$ cat src/rtl/arb_mux_pkg.sv
// rtl/arb_mux_pkg.sv - shared constants and helpers for the arbitrating output mux
package arb_mux_pkg;

  localparam int ARB_RR    = 0;
  localparam int ARB_FIXED = 1;

  // Width of a channel index; never narrower than one bit.
  function automatic int selw(input int n);
    return ($clog2(n) < 1) ? 1 : $clog2(n);
  endfunction

endpackage

$ cat src/rtl/rr_arbiter.sv
// rtl/rr_arbiter.sv - combinational round-robin / fixed-priority grant with encoded index
module rr_arbiter
  import arb_mux_pkg::*;
#(
  parameter int NCH  = 4,
  parameter int MODE = ARB_RR,
  parameter int SELW = selw(NCH)
) (
  input  logic [NCH-1:0]  req,
  input  logic [SELW-1:0] ptr,
  output logic [NCH-1:0]  grant,
  output logic [SELW-1:0] idx
);

  logic [NCH-1:0] mask;
  logic [NCH-1:0] masked;
  logic [NCH-1:0] pick;

  // Requests at or above ptr win first; if none, wrap to the lowest requester.
  always_comb begin
    mask = '1;
    if (MODE == ARB_RR) begin
      mask = {NCH{1'b1}} << ptr;
    end
    masked = req & mask;
    pick   = (|masked) ? masked : req;
    grant  = pick & (~pick + NCH'(1));
  end

  always_comb begin
    idx = '0;
    for (int i = 0; i < NCH; i++) begin
      if (grant[i]) begin
        idx = SELW'(i);
      end
    end
  end

endmodule

$ cat src/rtl/arb_mux.sv
// rtl/arb_mux.sv - N-channel arbiter feeding a single registered output word
module arb_mux
  import arb_mux_pkg::*;
#(
  parameter int WIDTH = 8,
  parameter int NCH   = 4,
  parameter int MODE  = ARB_RR,
  localparam int SELW = selw(NCH)
) (
  input  logic                 clk,
  input  logic                 reset,
  input  logic [NCH-1:0]       in_valid,
  input  logic [NCH*WIDTH-1:0] in_data,
  output logic [NCH-1:0]       in_ready,
  output logic                 out_valid,
  output logic [WIDTH-1:0]     out_data,
  output logic [SELW-1:0]      out_sel,
  input  logic                 out_ready
);

  logic [SELW-1:0]  ptr;
  logic [SELW-1:0]  ptr_nxt;
  logic [SELW-1:0]  gidx;
  logic [NCH-1:0]   grant;
  logic [WIDTH-1:0] gdata;
  logic             load;
  logic             any_req;

  rr_arbiter #(
    .NCH  (NCH),
    .MODE (MODE),
    .SELW (SELW)
  ) u_arb (
    .req   (in_valid),
    .ptr   (ptr),
    .grant (grant),
    .idx   (gidx)
  );

  assign load    = !out_valid || out_ready;
  assign any_req = |in_valid;

  // reset gates in_ready so the ports read zero while reset is held, clock or not.
  assign in_ready = (reset || !load) ? '0 : grant;

  assign ptr_nxt = (gidx == SELW'(NCH - 1)) ? '0 : gidx + SELW'(1);

  // Data select feeds only the output register, never a port directly.
  always_comb begin
    gdata = '0;
    for (int i = 0; i < NCH; i++) begin
      if (grant[i]) begin
        gdata = in_data[i*WIDTH +: WIDTH];
      end
    end
  end

  always_ff @(posedge clk or posedge reset) begin
    if (reset) begin
      out_valid <= 1'b0;
      out_data  <= '0;
      out_sel   <= '0;
      ptr       <= '0;
    end else if (load) begin
      if (any_req) begin
        out_valid <= 1'b1;
        out_data  <= gdata;
        out_sel   <= gidx;
        if (MODE == ARB_RR) begin
          ptr <= ptr_nxt;
        end
      end else begin
        out_valid <= 1'b0;
      end
    end
  end

endmodule

$ cat config.mk
export PLATFORM = sky130hd
export DESIGN_NAME = arb_mux
export DESIGN_NICKNAME = d
export VERILOG_FILES = /design/src/rtl/arb_mux_pkg.sv /design/src/rtl/rr_arbiter.sv /design/src/rtl/arb_mux.sv
export SDC_FILE = /design/constraint.sdc
export NUM_CORES = 1
export LEC_CHECK = 0
export CORE_MARGIN = 1.5
export CORE_UTILIZATION = 23
export CTS_CLUSTER_SIZE = 40
export DETAILED_ROUTE_END_ITERATION = 7
export PLACE_DENSITY = 0.55
export SLEW_MARGIN = 20
export SYNTH_ARGS = -nofsm -noshare
export SYNTH_HDL_FRONTEND = slang
export SYNTH_SLANG_ARGS = --single-unit
$ cat constraint.sdc
create_clock -name clk -period 1.87 [get_ports clk]
set_input_delay 0.374 -clock clk [delete_from_list [all_inputs] [get_ports clk]]
set_output_delay 0.374 -clock clk [all_outputs]
set_load 0.01 [all_outputs]
# After elaboration in Yosys (flattened, before gate mapping)
# Index checks and enable logic that the tools add are counted.
[totals]
register_bits = 13
out_inout_bits = 15
word_cells = 29
input_bits = 39
[op_classes]
addsub = 2
reduce_logical = 7
n_bitwise = 3
muxes = 11
shifts = 1
n_eq_ne = 1
[ops]
columns = ["op", "n"]
rows = [
  ["two-way mux 8 bit", 4],
  ["AND 4 bit", 2],
  ["two-way mux 4 bit", 2],
  ["OR reduction 4 bit", 2],
  ["two-way mux 2 bit", 3],
  ["adder 4 x 1 -> 4 bit (second input constant)", 1],
  ["inverter 4 bit", 1],
  ["left shift 4 x 2 -> 4 bit (first input constant)", 1],
  ["adder 2 x 1 -> 2 bit (second input constant)", 1],
  ["== test 2 bit (second input constant)", 1],
  ["zero test 1 bit", 2],
  ["logical OR 1 bit", 2],
  ["two-way mux 1 bit", 2],
  ["AND reduction 2 bit", 1],
]

# Longest topological paths before layout
[depth]
depth_word = 12
mapped_depth = 7
ltp_nobuf = 5

# Cells and area by module
# Synthesis repeated with hierarchy kept, for this count alone.
[unflattened]
hier_cells = 105
hier_area_um2 = 957.2
[modules_own_cells]
columns = ["mod", "instances", "seq_area_each_um2", "area_each_um2", "cells_per_inst"]
rows = [
  ["arb_mux", 1, 325.3, 760.7, 74],
  ["rr_arbiter", 1, 0.0, 196.4, 31],
]

# Worst setup path after synthesis
# No wires, ideal clock.
[synth_timing]
path_kind = "in2out"
from = "input port in_valid[1]"
to = "output port in_ready[3]"
arrival_ps = 1248
t_required_ps = 1496
setup_slack_ps = 248
path_stages = 5
path_buffers = 2
path_cell_list = "buf_4 > nor2_2 > o221ai_4 > buf_4 > nor2_1"
[synth_between]
elab_chain_len = 7
[synth_lines]
columns = ["item", "line_no", "text"]
rows = [
  ["from (decl)", "arb_mux.sv:12", "input logic [NCH-1:0] in_valid,"],
  ["AND 4 bit", "rr_arbiter.sv:25", "masked = req & mask;"],
  ["OR reduction 4 bit", "rr_arbiter.sv:26", "pick = (|masked) ? masked : req;"],
  ["two-way mux 4 bit *", "rr_arbiter.sv:26", ""],
  ["inverter 4 bit", "rr_arbiter.sv:27", "grant = pick & (~pick + NCH'(1));"],
  ["adder 4 x 1 -> 4 bit", "rr_arbiter.sv:27", ""],
  ["AND 4 bit *", "rr_arbiter.sv:27", ""],
  ["two-way mux 4 bit *", "arb_mux.sv:44", "assign in_ready = (reset || !load) ? '0 : grant;"],
  ["to (decl)", "arb_mux.sv:14", "output logic [NCH-1:0] in_ready,"],
]
# Mark *: on every way between the ends. The rest lies on a longest branch, timed or not.

# Worst setup path in the final report
[layout_timing]
from = "register ptr[1]"
to = "output port in_ready[2]"
[layout_between]
elab_chain_len = 8
[layout_lines]
columns = ["item", "line_no", "text"]
rows = [
  ["from (decl)", "arb_mux.sv:21", "logic [SELW-1:0] ptr;"],
  ["from (signal assigned)", "arb_mux.sv:70", "ptr <= ptr_nxt;"],
  ["left shift 4 x 2 -> 4 bit *", "rr_arbiter.sv:23", "mask = {NCH{1'b1}} << ptr;"],
  ["AND 4 bit *", "rr_arbiter.sv:25", ""],
  ["OR reduction 4 bit", "rr_arbiter.sv:26", ""],
  ["two-way mux 4 bit *", "rr_arbiter.sv:26", ""],
  ["inverter 4 bit", "rr_arbiter.sv:27", ""],
  ["adder 4 x 1 -> 4 bit", "rr_arbiter.sv:27", ""],
  ["AND 4 bit *", "rr_arbiter.sv:27", ""],
  ["two-way mux 4 bit *", "arb_mux.sv:44", ""],
]
# Marked as above.

==> impl_metrics.yaml <==
outcome:
  status: "finished, final reports clean"
die:
  chipWidth_um: 70.8
  core_area_um2: 4380
  num_io_pins: 54
  start_util_pct: 24.1
  die_h_um: 70.8
  die_area_um2: 5020
  rows: 24
placement:
  io_buffers: 53
  place_congestion: 0.820
  dp_hpwl_mm: 2.61
yosys:
  synth_common_cells: "dfrtp_1 (13), nand2_1 (11), o21ai_1 (9)"
  async_flop_share_pct: 100
  syn_area_per_cell_um2: 10.3
  syn_inst: 103
  yosysSeqAreaShare_pct: 30.7
  synth_flop_cell: "dfrtp_1"
  syn-cell-area_um2: 1060
  synth_area_leaders: "dfrtp_1 (31%), a221oi_2 (8.5%), buf_6 (7.4%)"
  ys_ff_latch: 13
  yosysTopAreaCellShare_pct: 30.7
  syn-num-nets: 142
  synth.distinct_cells: 35
  yosys_warnings: 0
  synth.most_common_cell: "dfrtp_1"
  yosys.area.top_type: "dfrtp_1"
  synth_edf_count: 0
timing:
  tightest_slew_ns: 0.302
  finalSetupViolations: 0
  final.min_clock_period_ns: 1.84
  rsz0062_at_grt: "yes"
  finalCritPeriodShare_pct: 98.5
  final_hold_viol_count: 0
  fin_skew_ns: 0.00186
  fmax_mhz: 543
  totalNegativeSetupSlack_ns: 0
  maxSlewHeadroom_pct: 79.8
  slew_violations: 0
routing:
  routed_wl_mm: 3.32
  postRouteAntennaNets: 0
  drt-wirelength-per-cell_um: 14.5
  firstDrtPassIters: 4
  drt_iter0_drc: 43
  num_vias: 1118
  avgViaCountPerCell: 4.88
  drc: 0
pwr:
  switchingPower_mw: 0.467
  leakagePower_nw: 0.741
  p_comb_share_pct: 51.5
  vdd_drop_max_mv: 0.257
  pwr-share-seq_pct: 30.1
  p_per_area_nw_per_um2: 770
  p_int_mw: 0.905
  swShare_pct: 34.0
  clockPowerShare_pct: 18.4
cells_and_area:
  drive_gt1_share_pct: 36.2
  num-nets-final: 217
  diodes: 0
  area.growth.synth_to_final_pct: 68.3
  seq_area_um2: 327
  final_util_pct: 40.6
  multi_input_area_um2: 626
  fillers: 428
global_route:
  grt_usage_pct: 13.7
  antenna_found_initial: 0
  grt_max_degree: 18
  grt_first_pass_wirelength_mm: 5.36
  grt_pass1_vias: 1160
  overflow: 0
setup_path:
  arrival_ns: 1.47
  worst_ep_required_time_ns: 1.50
  path_class: "register to output port"
  worstPathMaxFanout: 7
  critPathLaunchType: "register"
  endpoint_kind: "output port"
clock_network:
  cts_htree_levels: 1
  numCtsBuffers: 3
  clk_latency_ns: 0.24
  cts_root_buf: "clkbuf_8"
  cts_tree: "built"
  cts_buffer_depth: 2
  cts_sinks: 13
  clk_pin_slew_ns: 0.06
job:
  drv_cap: 0
min_path:
  hold_class: "register to register"
==> worst paths after layout <==
check,end,slack [ns],start,cells past startpoint
setup / recovery,in_ready[2],0.03,ptr[1],5
setup reg to reg,out_data[7],0.28,ptr[1],5
max in group asynchronous,ptr[1],1.20,reset,3
hold reg to reg,out_sel[1],0.48,out_sel[1],2
hold / removal,out_sel[1],0.48,out_sel[1],2
min in group asynchronous,out_valid,0.49,reset,3
==> logic make-up after synthesis <==
| logic type | count (synthesis) | synth area share [%] |
|---|---|---|
| DFF | 13 | 30.7 |
| and+or+nand+nor | 22 | 9.93 |
| AOI/OAI and AO/OA | 54 | 48.5 |
| buffers and inverters | 14 | 10.9 |
==> sequential cells by signal, summed over array words and instances, names as in the netlist <==
signal     count
out_sel        2
out_valid      1
out_data       8
ptr            2
==> power groups by stage <==
| stage | Combinational, mW | Clock, mW | Sequential (mW) |
|---|---|---|---|
| 2_1_floorplan | 0.360 | 0 | 0.426 |
| 3_3_place_gp | 0.701 | 0 | 0.414 |
| 3_5_place_dp | 0.705 | 0 | 0.416 |
| 4_1_cts | 0.716 | 0.263 | 0.408 |
| 5_1_grt | 0.764 | 0.279 | 0.421 |
| 6_report | 0.707 | 0.253 | 0.412 |
==> cell type report <==
| type | count | share of cell area, % |
|---|---|---|
| Clock buffer | 4 | 2.53 |
| Inverter | 5 | 1.19 |
| Tap cell | 52 | 3.65 |
| Sequential cell | 13 | 18.3 |
| Multi-Input combinational cell | 76 | 35.1 |
| Timing Repair Buffer | 79 | 39.2 |
==> timing repair <==
item                       in CTS  in global routing
buffers inserted                1                  0
gates cloned                    0                  0
resized for setup              23                  7
setup endpoints to repair      12                  4
pin swaps                       1                  1
hold buffers                    0                  0
==> layout by cell type, fill, tap and decap left out, drive strengths merged, types with 2 or more instances in the layout <==
master | synthesis | layout
a21boi | 2 | 2
a21oi | 4 | 4
a221oi | 6 | 6
a22oi | 2 | 2
a2bb2oi | 6 | 6
and3 | 2 | 2
buf | 9 | 28
clkbuf | 0 | 8
clkdlybuf4s15 | 0 | 2
clkdlybuf4s50 | 0 | 45
dfrtp | 13 | 13
inv | 5 | 5
nand2 | 11 | 11
nor2 | 5 | 5
nor2b | 2 | 2
o211a | 2 | 2
o211ai | 7 | 7
o21ai | 14 | 14
o22ai | 3 | 3
==> through the flow <==
step	std cells	power [mW]	hold slack, ns	area [um^2]	setup slack [ns]
global placement	224	1.11	0.473	1750	-0.625
detailed placement	224	1.12	0.478	1750	-0.629
CTS	229	1.39	0.491	1790	0.00517
global route	229	1.46	0.506	1780	-0.0302
floorplan	103	0.786	0.269	1060	0.248
finish	229	1.37	0.480	1780	0.0285
==> worst max-delay path, stage by stage (launching register included) <==
cell and delay, ns:
dfrtp_2 0.47, buf_4 0.17, o211ai_1 0.18, a21boi_4 0.21, nor2_1 0.06, buf_2 0.13
==> layer usage <==
| metal | track usage (%) | routed length, um | vias up | share of wire [%] |
|---|---|---|---|---|
| met5 | 0 | 0 | - | 0 |
| met4 | 6.92 | 49 | 0 | 1.5 |
| met3 | 1.99 | 129 | 4 | 3.9 |
| met2 | 24.1 | 1650 | 33 | 50 |
| met1 | 16.0 | 1490 | 534 | 45 |
| li1 | - | - | 547 | - |
Power figures use the tool's default switching activity.
